## src/rtl/ieee_adder_if.sv

```systemverilog
// Operand/result handshake bundle for the pipelined IEEE-754 adder.
// The master drives operands and out_ready. The slave (the adder) returns in_ready, result and flags.
interface ieee_adder_if #(
    parameter int unsigned TOTALBITS = 32
);
    logic                 in_valid;
    logic                 in_ready;
    logic                 add_sub_bit;
    logic [TOTALBITS-1:0] numberA;
    logic [TOTALBITS-1:0] numberB;
    logic                 out_valid;
    logic                 out_ready;
    logic [TOTALBITS-1:0] outputC;
    logic [3:0]           flags;

    modport master (
        output in_valid, add_sub_bit, numberA, numberB, out_ready,
        input  in_ready, out_valid, outputC, flags
    );

    modport slave (
        input  in_valid, add_sub_bit, numberA, numberB, out_ready,
        output in_ready, out_valid, outputC, flags
    );
endinterface

```

## src/rtl/ieee_adder_pipelined.sv

```systemverilog
// Parametrised IEEE-754 add/subtract with four stages: unpack, align, add, normalise/round.
// The whole pipe advances or holds as one unit. flags = {invalid, overflow, underflow, inexact}.
module ieee_adder_pipelined #(
    parameter int unsigned EXPO_LEN   = 8,
    parameter int unsigned SIGNIF_LEN = 23,
    parameter int unsigned GUARDBITS  = 3
) (
    input  logic           clk,
    input  logic           rst_n,
    ieee_adder_if.slave    bus
);
    localparam int unsigned TOTALBITS = 1 + EXPO_LEN + SIGNIF_LEN;
    localparam int unsigned MW  = SIGNIF_LEN + 1;
    localparam int unsigned AW  = MW + GUARDBITS;
    localparam int unsigned SW  = AW + 1;
    localparam int unsigned EW  = EXPO_LEN + 1;
    localparam int unsigned LZW = $clog2(AW + 1);

    localparam logic [TOTALBITS-1:0] QNAN = {1'b0, {EXPO_LEN{1'b1}}, 1'b1, {(SIGNIF_LEN-1){1'b0}}};
    localparam logic [TOTALBITS-2:0] INF_BODY = {{EXPO_LEN{1'b1}}, {SIGNIF_LEN{1'b0}}};

    typedef struct packed {
        logic                 special;
        logic [TOTALBITS-1:0] sval;
        logic [3:0]           sflags;
        logic                 sign;
        logic                 eff_sub;
        logic [EXPO_LEN-1:0]  expo;
        logic [EXPO_LEN-1:0]  shift;
        logic [MW-1:0]        mbig;
        logic [MW-1:0]        msml;
    } s1_t;

    typedef struct packed {
        logic                 special;
        logic [TOTALBITS-1:0] sval;
        logic [3:0]           sflags;
        logic                 sign;
        logic                 eff_sub;
        logic [EXPO_LEN-1:0]  expo;
        logic [AW-1:0]        abig;
        logic [AW-1:0]        asml;
    } s2_t;

    typedef struct packed {
        logic                 special;
        logic [TOTALBITS-1:0] sval;
        logic [3:0]           sflags;
        logic                 sign;
        logic [EXPO_LEN-1:0]  expo;
        logic [SW-1:0]        sum;
    } s3_t;

    logic advance;
    logic v1, v2, v3;
    s1_t  s1_d, s1_q;
    s2_t  s2_d, s2_q;
    s3_t  s3_d, s3_q;

    assign advance      = !bus.out_valid || bus.out_ready;
    assign bus.in_ready = advance;

    // S1: unpack, order operands by magnitude, resolve NaN/inf
    logic                  sign_a, sign_b, nan_a, nan_b, inf_a, inf_b, a_big;
    logic [EXPO_LEN-1:0]   exp_a, exp_b, eff_a, eff_b;
    logic [SIGNIF_LEN-1:0] frac_a, frac_b;

    always_comb begin
        sign_a = bus.numberA[TOTALBITS-1];
        sign_b = bus.numberB[TOTALBITS-1] ^ bus.add_sub_bit;
        exp_a  = bus.numberA[TOTALBITS-2 -: EXPO_LEN];
        exp_b  = bus.numberB[TOTALBITS-2 -: EXPO_LEN];
        frac_a = bus.numberA[SIGNIF_LEN-1:0];
        frac_b = bus.numberB[SIGNIF_LEN-1:0];
        eff_a  = (exp_a == '0) ? EXPO_LEN'(1) : exp_a;
        eff_b  = (exp_b == '0) ? EXPO_LEN'(1) : exp_b;
        nan_a  = (&exp_a) && (|frac_a);
        nan_b  = (&exp_b) && (|frac_b);
        inf_a  = (&exp_a) && !(|frac_a);
        inf_b  = (&exp_b) && !(|frac_b);
        a_big  = {exp_a, frac_a} >= {exp_b, frac_b};

        s1_d         = '0;
        s1_d.eff_sub = sign_a ^ sign_b;
        if (a_big) begin
            s1_d.sign  = sign_a;
            s1_d.expo  = eff_a;
            s1_d.shift = eff_a - eff_b;
            s1_d.mbig  = {|exp_a, frac_a};
            s1_d.msml  = {|exp_b, frac_b};
        end else begin
            s1_d.sign  = sign_b;
            s1_d.expo  = eff_b;
            s1_d.shift = eff_b - eff_a;
            s1_d.mbig  = {|exp_b, frac_b};
            s1_d.msml  = {|exp_a, frac_a};
        end

        if (nan_a || nan_b) begin
            s1_d.special = 1'b1;
            s1_d.sval    = QNAN;
        end else if (inf_a && inf_b && s1_d.eff_sub) begin
            s1_d.special = 1'b1;
            s1_d.sval    = QNAN;
            s1_d.sflags  = 4'b1000;
        end else if (inf_a) begin
            s1_d.special = 1'b1;
            s1_d.sval    = {sign_a, INF_BODY};
        end else if (inf_b) begin
            s1_d.special = 1'b1;
            s1_d.sval    = {sign_b, INF_BODY};
        end
    end

    // S2: align the smaller significand; everything shifted out collapses into sticky
    logic [AW-1:0] sml_ext, lost_mask;

    always_comb begin
        s2_d         = '0;
        s2_d.special = s1_q.special;
        s2_d.sval    = s1_q.sval;
        s2_d.sflags  = s1_q.sflags;
        s2_d.sign    = s1_q.sign;
        s2_d.eff_sub = s1_q.eff_sub;
        s2_d.expo    = s1_q.expo;
        s2_d.abig    = {s1_q.mbig, {GUARDBITS{1'b0}}};
        sml_ext      = {s1_q.msml, {GUARDBITS{1'b0}}};
        lost_mask    = ~({AW{1'b1}} << s1_q.shift);
        if (32'(s1_q.shift) >= AW) begin
            s2_d.asml = AW'(|s1_q.msml);
        end else begin
            s2_d.asml    = sml_ext >> s1_q.shift;
            s2_d.asml[0] = s2_d.asml[0] | (|(sml_ext & lost_mask));
        end
    end

    // S3: magnitude add/subtract; big >= small so the difference never goes negative
    always_comb begin
        s3_d         = '0;
        s3_d.special = s2_q.special;
        s3_d.sval    = s2_q.sval;
        s3_d.sflags  = s2_q.sflags;
        s3_d.expo    = s2_q.expo;
        if (s2_q.eff_sub) s3_d.sum = {1'b0, s2_q.abig} - {1'b0, s2_q.asml};
        else              s3_d.sum = {1'b0, s2_q.abig} + {1'b0, s2_q.asml};
        s3_d.sign = (s2_q.eff_sub && (s3_d.sum == '0)) ? 1'b0 : s2_q.sign;
    end

    // S4: normalise, round to nearest even, pack
    logic [LZW-1:0]       lzc;
    logic [EW-1:0]        exp_n, lim, shamt;
    logic [AW-1:0]        norm;
    logic [MW:0]          mant_r;
    logic [EXPO_LEN-1:0]  exp_f;
    logic                 rnd_up, inexact, hidden;
    logic [TOTALBITS-1:0] res_d;
    logic [3:0]           flg_d;

    always_comb begin
        lzc = LZW'(AW);
        for (int i = 0; i < int'(AW); i++) begin
            if (s3_q.sum[i]) lzc = LZW'(int'(AW) - 1 - i);
        end
        exp_n = {1'b0, s3_q.expo};
        lim   = exp_n - EW'(1);
        shamt = '0;
        if (s3_q.sum[SW-1]) begin
            norm    = s3_q.sum[SW-1:1];
            norm[0] = norm[0] | s3_q.sum[0];
            exp_n   = exp_n + EW'(1);
        end else begin
            shamt = (EW'(lzc) < lim) ? EW'(lzc) : lim;
            norm  = s3_q.sum[AW-1:0] << shamt;
            exp_n = exp_n - shamt;
        end
        rnd_up  = norm[GUARDBITS-1] && ((|norm[GUARDBITS-2:0]) || norm[GUARDBITS]);
        inexact = |norm[GUARDBITS-1:0];
        mant_r  = {1'b0, norm[AW-1:GUARDBITS]} + {{MW{1'b0}}, rnd_up};
        if (mant_r[MW]) begin
            mant_r = mant_r >> 1;
            exp_n  = exp_n + EW'(1);
        end
        hidden = mant_r[MW-1];
        exp_f  = hidden ? exp_n[EXPO_LEN-1:0] : {EXPO_LEN{1'b0}};
        res_d  = {s3_q.sign, exp_f, mant_r[SIGNIF_LEN-1:0]};
        flg_d  = {2'b00, inexact && !hidden, inexact};
        if (exp_n >= EW'({EXPO_LEN{1'b1}})) begin
            res_d = {s3_q.sign, INF_BODY};
            flg_d = 4'b0101;
        end
        if (s3_q.special) begin
            res_d = s3_q.sval;
            flg_d = s3_q.sflags;
        end
    end

    always_ff @(posedge clk) begin
        if (!rst_n) begin
            v1            <= 1'b0;
            v2            <= 1'b0;
            v3            <= 1'b0;
            s1_q          <= '0;
            s2_q          <= '0;
            s3_q          <= '0;
            bus.out_valid <= 1'b0;
            bus.outputC   <= '0;
            bus.flags     <= '0;
        end else if (advance) begin
            v1            <= bus.in_valid;
            s1_q          <= s1_d;
            v2            <= v1;
            s2_q          <= s2_d;
            v3            <= v2;
            s3_q          <= s3_d;
            bus.out_valid <= v3;
            bus.outputC   <= res_d;
            bus.flags     <= flg_d;
        end
    end
endmodule
```

## src/flat_wrapper.sv

```systemverilog
// flat-port wrapper written by rule: the top's interface ports become plain ports
module ieee_adder_pipelined_flat 
#(
    parameter int unsigned EXPO_LEN   = 8,
    parameter int unsigned SIGNIF_LEN = 23,
    parameter int unsigned GUARDBITS  = 3
)
  (clk, rst_n, bus_in_valid, bus_add_sub_bit, bus_numberA, bus_numberB, bus_out_ready, bus_in_ready, bus_out_valid, bus_outputC, bus_flags);
  ieee_adder_if bus_i ();
  input  logic clk;
  input  logic rst_n;
  input wire logic [$bits(bus_i.in_valid)-1:0] bus_in_valid;
  input wire logic [$bits(bus_i.add_sub_bit)-1:0] bus_add_sub_bit;
  input wire logic [$bits(bus_i.numberA)-1:0] bus_numberA;
  input wire logic [$bits(bus_i.numberB)-1:0] bus_numberB;
  input wire logic [$bits(bus_i.out_ready)-1:0] bus_out_ready;
  output wire logic [$bits(bus_i.in_ready)-1:0] bus_in_ready;
  output wire logic [$bits(bus_i.out_valid)-1:0] bus_out_valid;
  output wire logic [$bits(bus_i.outputC)-1:0] bus_outputC;
  output wire logic [$bits(bus_i.flags)-1:0] bus_flags;
  assign bus_i.in_valid = bus_in_valid;
  assign bus_i.add_sub_bit = bus_add_sub_bit;
  assign bus_i.numberA = bus_numberA;
  assign bus_i.numberB = bus_numberB;
  assign bus_i.out_ready = bus_out_ready;
  assign bus_in_ready = bus_i.in_ready;
  assign bus_out_valid = bus_i.out_valid;
  assign bus_outputC = bus_i.outputC;
  assign bus_flags = bus_i.flags;
  ieee_adder_pipelined #(.EXPO_LEN(EXPO_LEN), .SIGNIF_LEN(SIGNIF_LEN), .GUARDBITS(GUARDBITS)) u_core (.clk(clk), .rst_n(rst_n), .bus(bus_i));
endmodule
```

## config.mk

```make
export PLATFORM = sky130hd
export DESIGN_NAME = ieee_adder_pipelined_flat
export DESIGN_NICKNAME = d
export VERILOG_FILES = /design/src/rtl/ieee_adder_if.sv /design/src/rtl/ieee_adder_pipelined.sv /design/src/flat_wrapper.sv
export SDC_FILE = /design/constraint.sdc
export NUM_CORES = 1
export LEC_CHECK = 0
export ABC_CLOCK_PERIOD_IN_PS = 18900
export CORE_UTILIZATION = 30
export DETAILED_ROUTE_END_ITERATION = 6
export GPL_TIMING_DRIVEN = 0
export PLACE_DENSITY = 0.54
export REMOVE_ABC_BUFFERS = 1
export SLEW_MARGIN = 0
export SYNTH_ARGS = -nofsm -noshare
export SYNTH_HDL_FRONTEND = slang
export SYNTH_SLANG_ARGS = --single-unit
```

## constraint.sdc

```tcl
create_clock -name clk -period 18.9 [get_ports clk]
set_input_delay 2.835 -clock clk [delete_from_list [all_inputs] [get_ports clk]]
set_output_delay 2.835 -clock clk [all_outputs]
set_load 0.005 [all_outputs]
```

==> qor.csv <==
metric,value,unit
synthesized area per cell,7.69,um^2
Finish-stage setup viols,0,
fraction of synthesis flops using an asynchronous set or reset pin,0,
Total GRT Usage,0.194,
final worst-path cycle share,0.446,
Initial Util,0.303,
kind of critical path,input pin to primary output,
mapped cell area,18300,um^2
post-synthesis cell count,2377,
buffers added on ports,106,
hold-fix buffers at CTS,0,
"EDFF count, synth",0,
die area,61900,um^2
"Distinct cells, synth",113,
vias per std cell,5.70,
final count of pins violating max slew,0,
final period demand of the worst path,8.44,ns
Min-Delay Endpoint,u_core.bus.flags[3]$_SDFFE_PN0P_,
antenna-violating nets left,0,
Avg WL per Cell,19.8,um
Max-Cap Viols,0,
Worst Setup Slack post-DPL,10.44,ns
largest fanout of any net on the critical path,122,
CTS tree,done,
vias in the first global route,16946,
setup repair after global routing missed its margin,false,
count of cells along the worst register-to-register path,24,
Hold Crit Depth,2,
Yosys Warn Count,0,
summed area of non-filler cells in the final layout,20700,um^2
worst endpoint data arrival time,5.60,ns
Core Area,60200,um^2
worst min-delay path category,flip-flop to flip-flop,
die width,249,um
result of the run,"complete, but fails checks",
number of violations reported at the end of detailed-routing iteration 0,1360,
leak pwr,8.46,nW
transition time at the pin with the least slew margin,1.41,ns
total number of H-tree levels,1,
"Remaining Overflow, GRT",0,
required time at the endpoint of the critical path,16.07,ns
I/O pin cnt,107,
Max IR drop VDD,0.0641,mV
via count,17968,
number of DRC violations after detailed routing,1,
flop and latch count out of synthesis,216,
skew final,0.0159,ns
sink count of the clock tree,216,
number of cell rows,90,
total count of hold-check failures in the final report,0,
total clock buffers created by CTS,27,
y dimension of the die,249,um
relative area change from synthesis to final layout,13.5,%
Worst-Skew Late Latency,0.55,ns
Worst R2R End,u_core.bus.outputC[29]$_SDFFE_PN0P_,
failing checks,design-rule violations,
ratio of cells with drive above 1 in the final layout,0.0629,
type of element launching the critical path,input pin,
fraction of the yosys area taken by sequential cells,0.237,
headroom to the max-slew limit,0.0603,
flop-to-flop setup slack,10.55,ns
number of setup buffers added after CTS,0,
fmax,119,MHz
maximum number of pins on one net before global-route repair,157,
slack of the critical path,10.46,ns
total placed cells including tap cells,3102,
first-pass GRT wire length,96900,um
Clock Tree Root,clkbuf_16,
final layout net count,2533,
number of diodes,0,
last weighted congestion value of the routability-driven placer,0.962,
"Top FF cell, synth",dfxtp_1,
RR Startpoint,u_core.s3_q[14]$_SDFFE_PN0P_,
Clock Pin Slew Worst Setup and Hold Paths,0.06,ns
cell area after placement,19800,um^2
number of antenna violations at the first check in global routing,0,
routed wire length,62500,um
Post-CTS Resized,0,
Post-DP HPWL,47300,um
first-pass iteration count of the detailed router,7,
Bufs on Longest Clock Path,3,
"count of placed standard cells in the final layout, fillers left out",3151,
areal power density over the cells,122,nW/um^2
hold path start,u_core.bus.flags[3]$_SDFFE_PN0P_,
endpoint kind of the worst setup timing path,primary output,
## final cells by class
class | count | area, um^2
timing repair buffer | 116 | 1260
multi-input combinational | 1859 | 12700
inverter | 129 | 492
tap | 782 | 978
clock inverter | 11 | 149
fill | 6325 | 39500
sequential | 216 | 4330
clock buffer | 38 | 797
## Yosys cell counts, drive strengths merged (10+ instances only)
cell type / count / area share
a211o: 10 / 0.0048
a211oi: 22 / 0.0096
a21boi: 81 / 0.033
a21o: 20 / 0.0082
a21oi: 113 / 0.032
a221oi: 11 / 0.0063
a22o: 22 / 0.011
a22oi: 32 / 0.013
a311oi: 10 / 0.0064
a31oi: 29 / 0.011
and2: 29 / 0.0099
buf: 52 / 0.017
clkbuf: 121 / 0.025
dfxtp: 216 / 0.24
ha: 111 / 0.076
inv: 128 / 0.026
mux2: 20 / 0.012
mux2i: 66 / 0.036
nand2: 337 / 0.070
nand2b: 16 / 0.0055
nand3: 53 / 0.015
nand4: 26 / 0.0089
nor2: 153 / 0.034
nor2b: 35 / 0.012
nor3: 57 / 0.017
nor4: 43 / 0.016
o211a: 71 / 0.039
o211ai: 61 / 0.025
o21a: 12 / 0.0049
o21ai: 130 / 0.036
o21bai: 11 / 0.0045
o221ai: 10 / 0.0048
o22ai: 21 / 0.0072
o311ai: 12 / 0.0058
o31ai: 13 / 0.0053
or2: 11 / 0.0038
xnor2: 49 / 0.023
xor2: 19 / 0.010
## sequential cells by signal, summed over array words and instances (netlist names)
name,count
u_core.bus.out_valid,1
u_core.v1,1
u_core.bus.flags,4
u_core.v2,1
u_core.s2_q,65
u_core.s3_q,41
u_core.s1_q,70
u_core.v3,1
u_core.bus.outputC,32
## cells by family after synthesis
group / synth area share
DFF: 0.237
muxes: 0.0536
adders and majority gates: 0.0804
AOI/OAI and AO/OA: 0.309
and+or+nand+nor: 0.219
xor gates and xnor gates: 0.0336
buffers and inverters: 0.0682
## through the flow
| stage | hold slack [ns] | power [W] | util | TNS, ns |
|---|---|---|---|---|
| finish | 0.464 | 0.00254 | 0.344 | 0 |
| global route | 0.485 | 0.00269 | 0.344 | 0 |
| floorplan | 0.438 | 0.00153 | - | 0 |
| detailed placement | 0.457 | 0.00198 | 0.328 | 0 |
| global placement | 0.454 | 0.00199 | 0.325 | -1.81 |
| CTS | 0.465 | 0.00253 | 0.344 | 0 |
## power by group
part | internal (W) | switching, W
sequential | 0.000513 | 0.0000862
clock | 0.000334 | 0.000205
combinational | 0.000510 | 0.000887
total | 0.00136 | 0.00118
## cell usage in the layout (no fill, tap or decap), types with 18 or more instances in the layout
cell | Yosys | layout
nand2_1 | 335 | 335
a22oi_1 | 32 | 32
inv_1 | 123 | 123
a22o_1 | 22 | 22
a21oi_1 | 110 | 110
mux2i_1 | 65 | 65
nand3_1 | 52 | 52
nor2_1 | 148 | 147
nor2b_1 | 35 | 34
o211ai_1 | 61 | 61
ha_1 | 111 | 111
clkbuf_16 | 0 | 27
clkdlybuf4s50_1 | 0 | 105
a21o_1 | 20 | 20
xnor2_1 | 49 | 49
xor2_1 | 18 | 18
o22ai_1 | 21 | 21
nor3_1 | 55 | 55
o21ai_0 | 117 | 117
dfxtp_1 | 216 | 214
nor4_1 | 41 | 41
nand4_1 | 26 | 26
o211a_1 | 71 | 71
a21boi_0 | 78 | 78
and2_1 | 29 | 29
a211oi_1 | 20 | 20
mux2_2 | 20 | 20
a31oi_1 | 26 | 26
## routing by layer
layer,global-route usage,part of all wire
met1,0.245,0.44
met2,0.339,0.48
met3,0.0179,0.039
met4,0.0784,0.042
met5,0,0
## worst max-delay path: stages
cell             delay, ns
clkdlybuf4s50_1       0.50
nor2b_4               0.09
buf_12                0.18
buf_12                0.19
buf_12                0.20
inv_8                 0.39
buf_16                0.40
clkdlybuf4s50_1       0.60
## how the worst max path moves through the flow
stage	startpoint	end	slack, ns	cells after the start
global placement	bus_out_ready	bus_in_ready	-1.81	4
CTS	bus_out_ready	bus_in_ready	10.43	8
detailed placement	bus_out_ready	bus_in_ready	10.44	8
global route	u_core.s3_q[14]$_SDFFE_PN0P_	u_core.bus.outputC[24]$_SDFFE_PN0P_	10.05	24
finish	bus_out_ready	bus_in_ready	10.46	8
floorplan	bus_out_ready	bus_in_ready	5.98	2
Power figures use the tool's default switching activity.
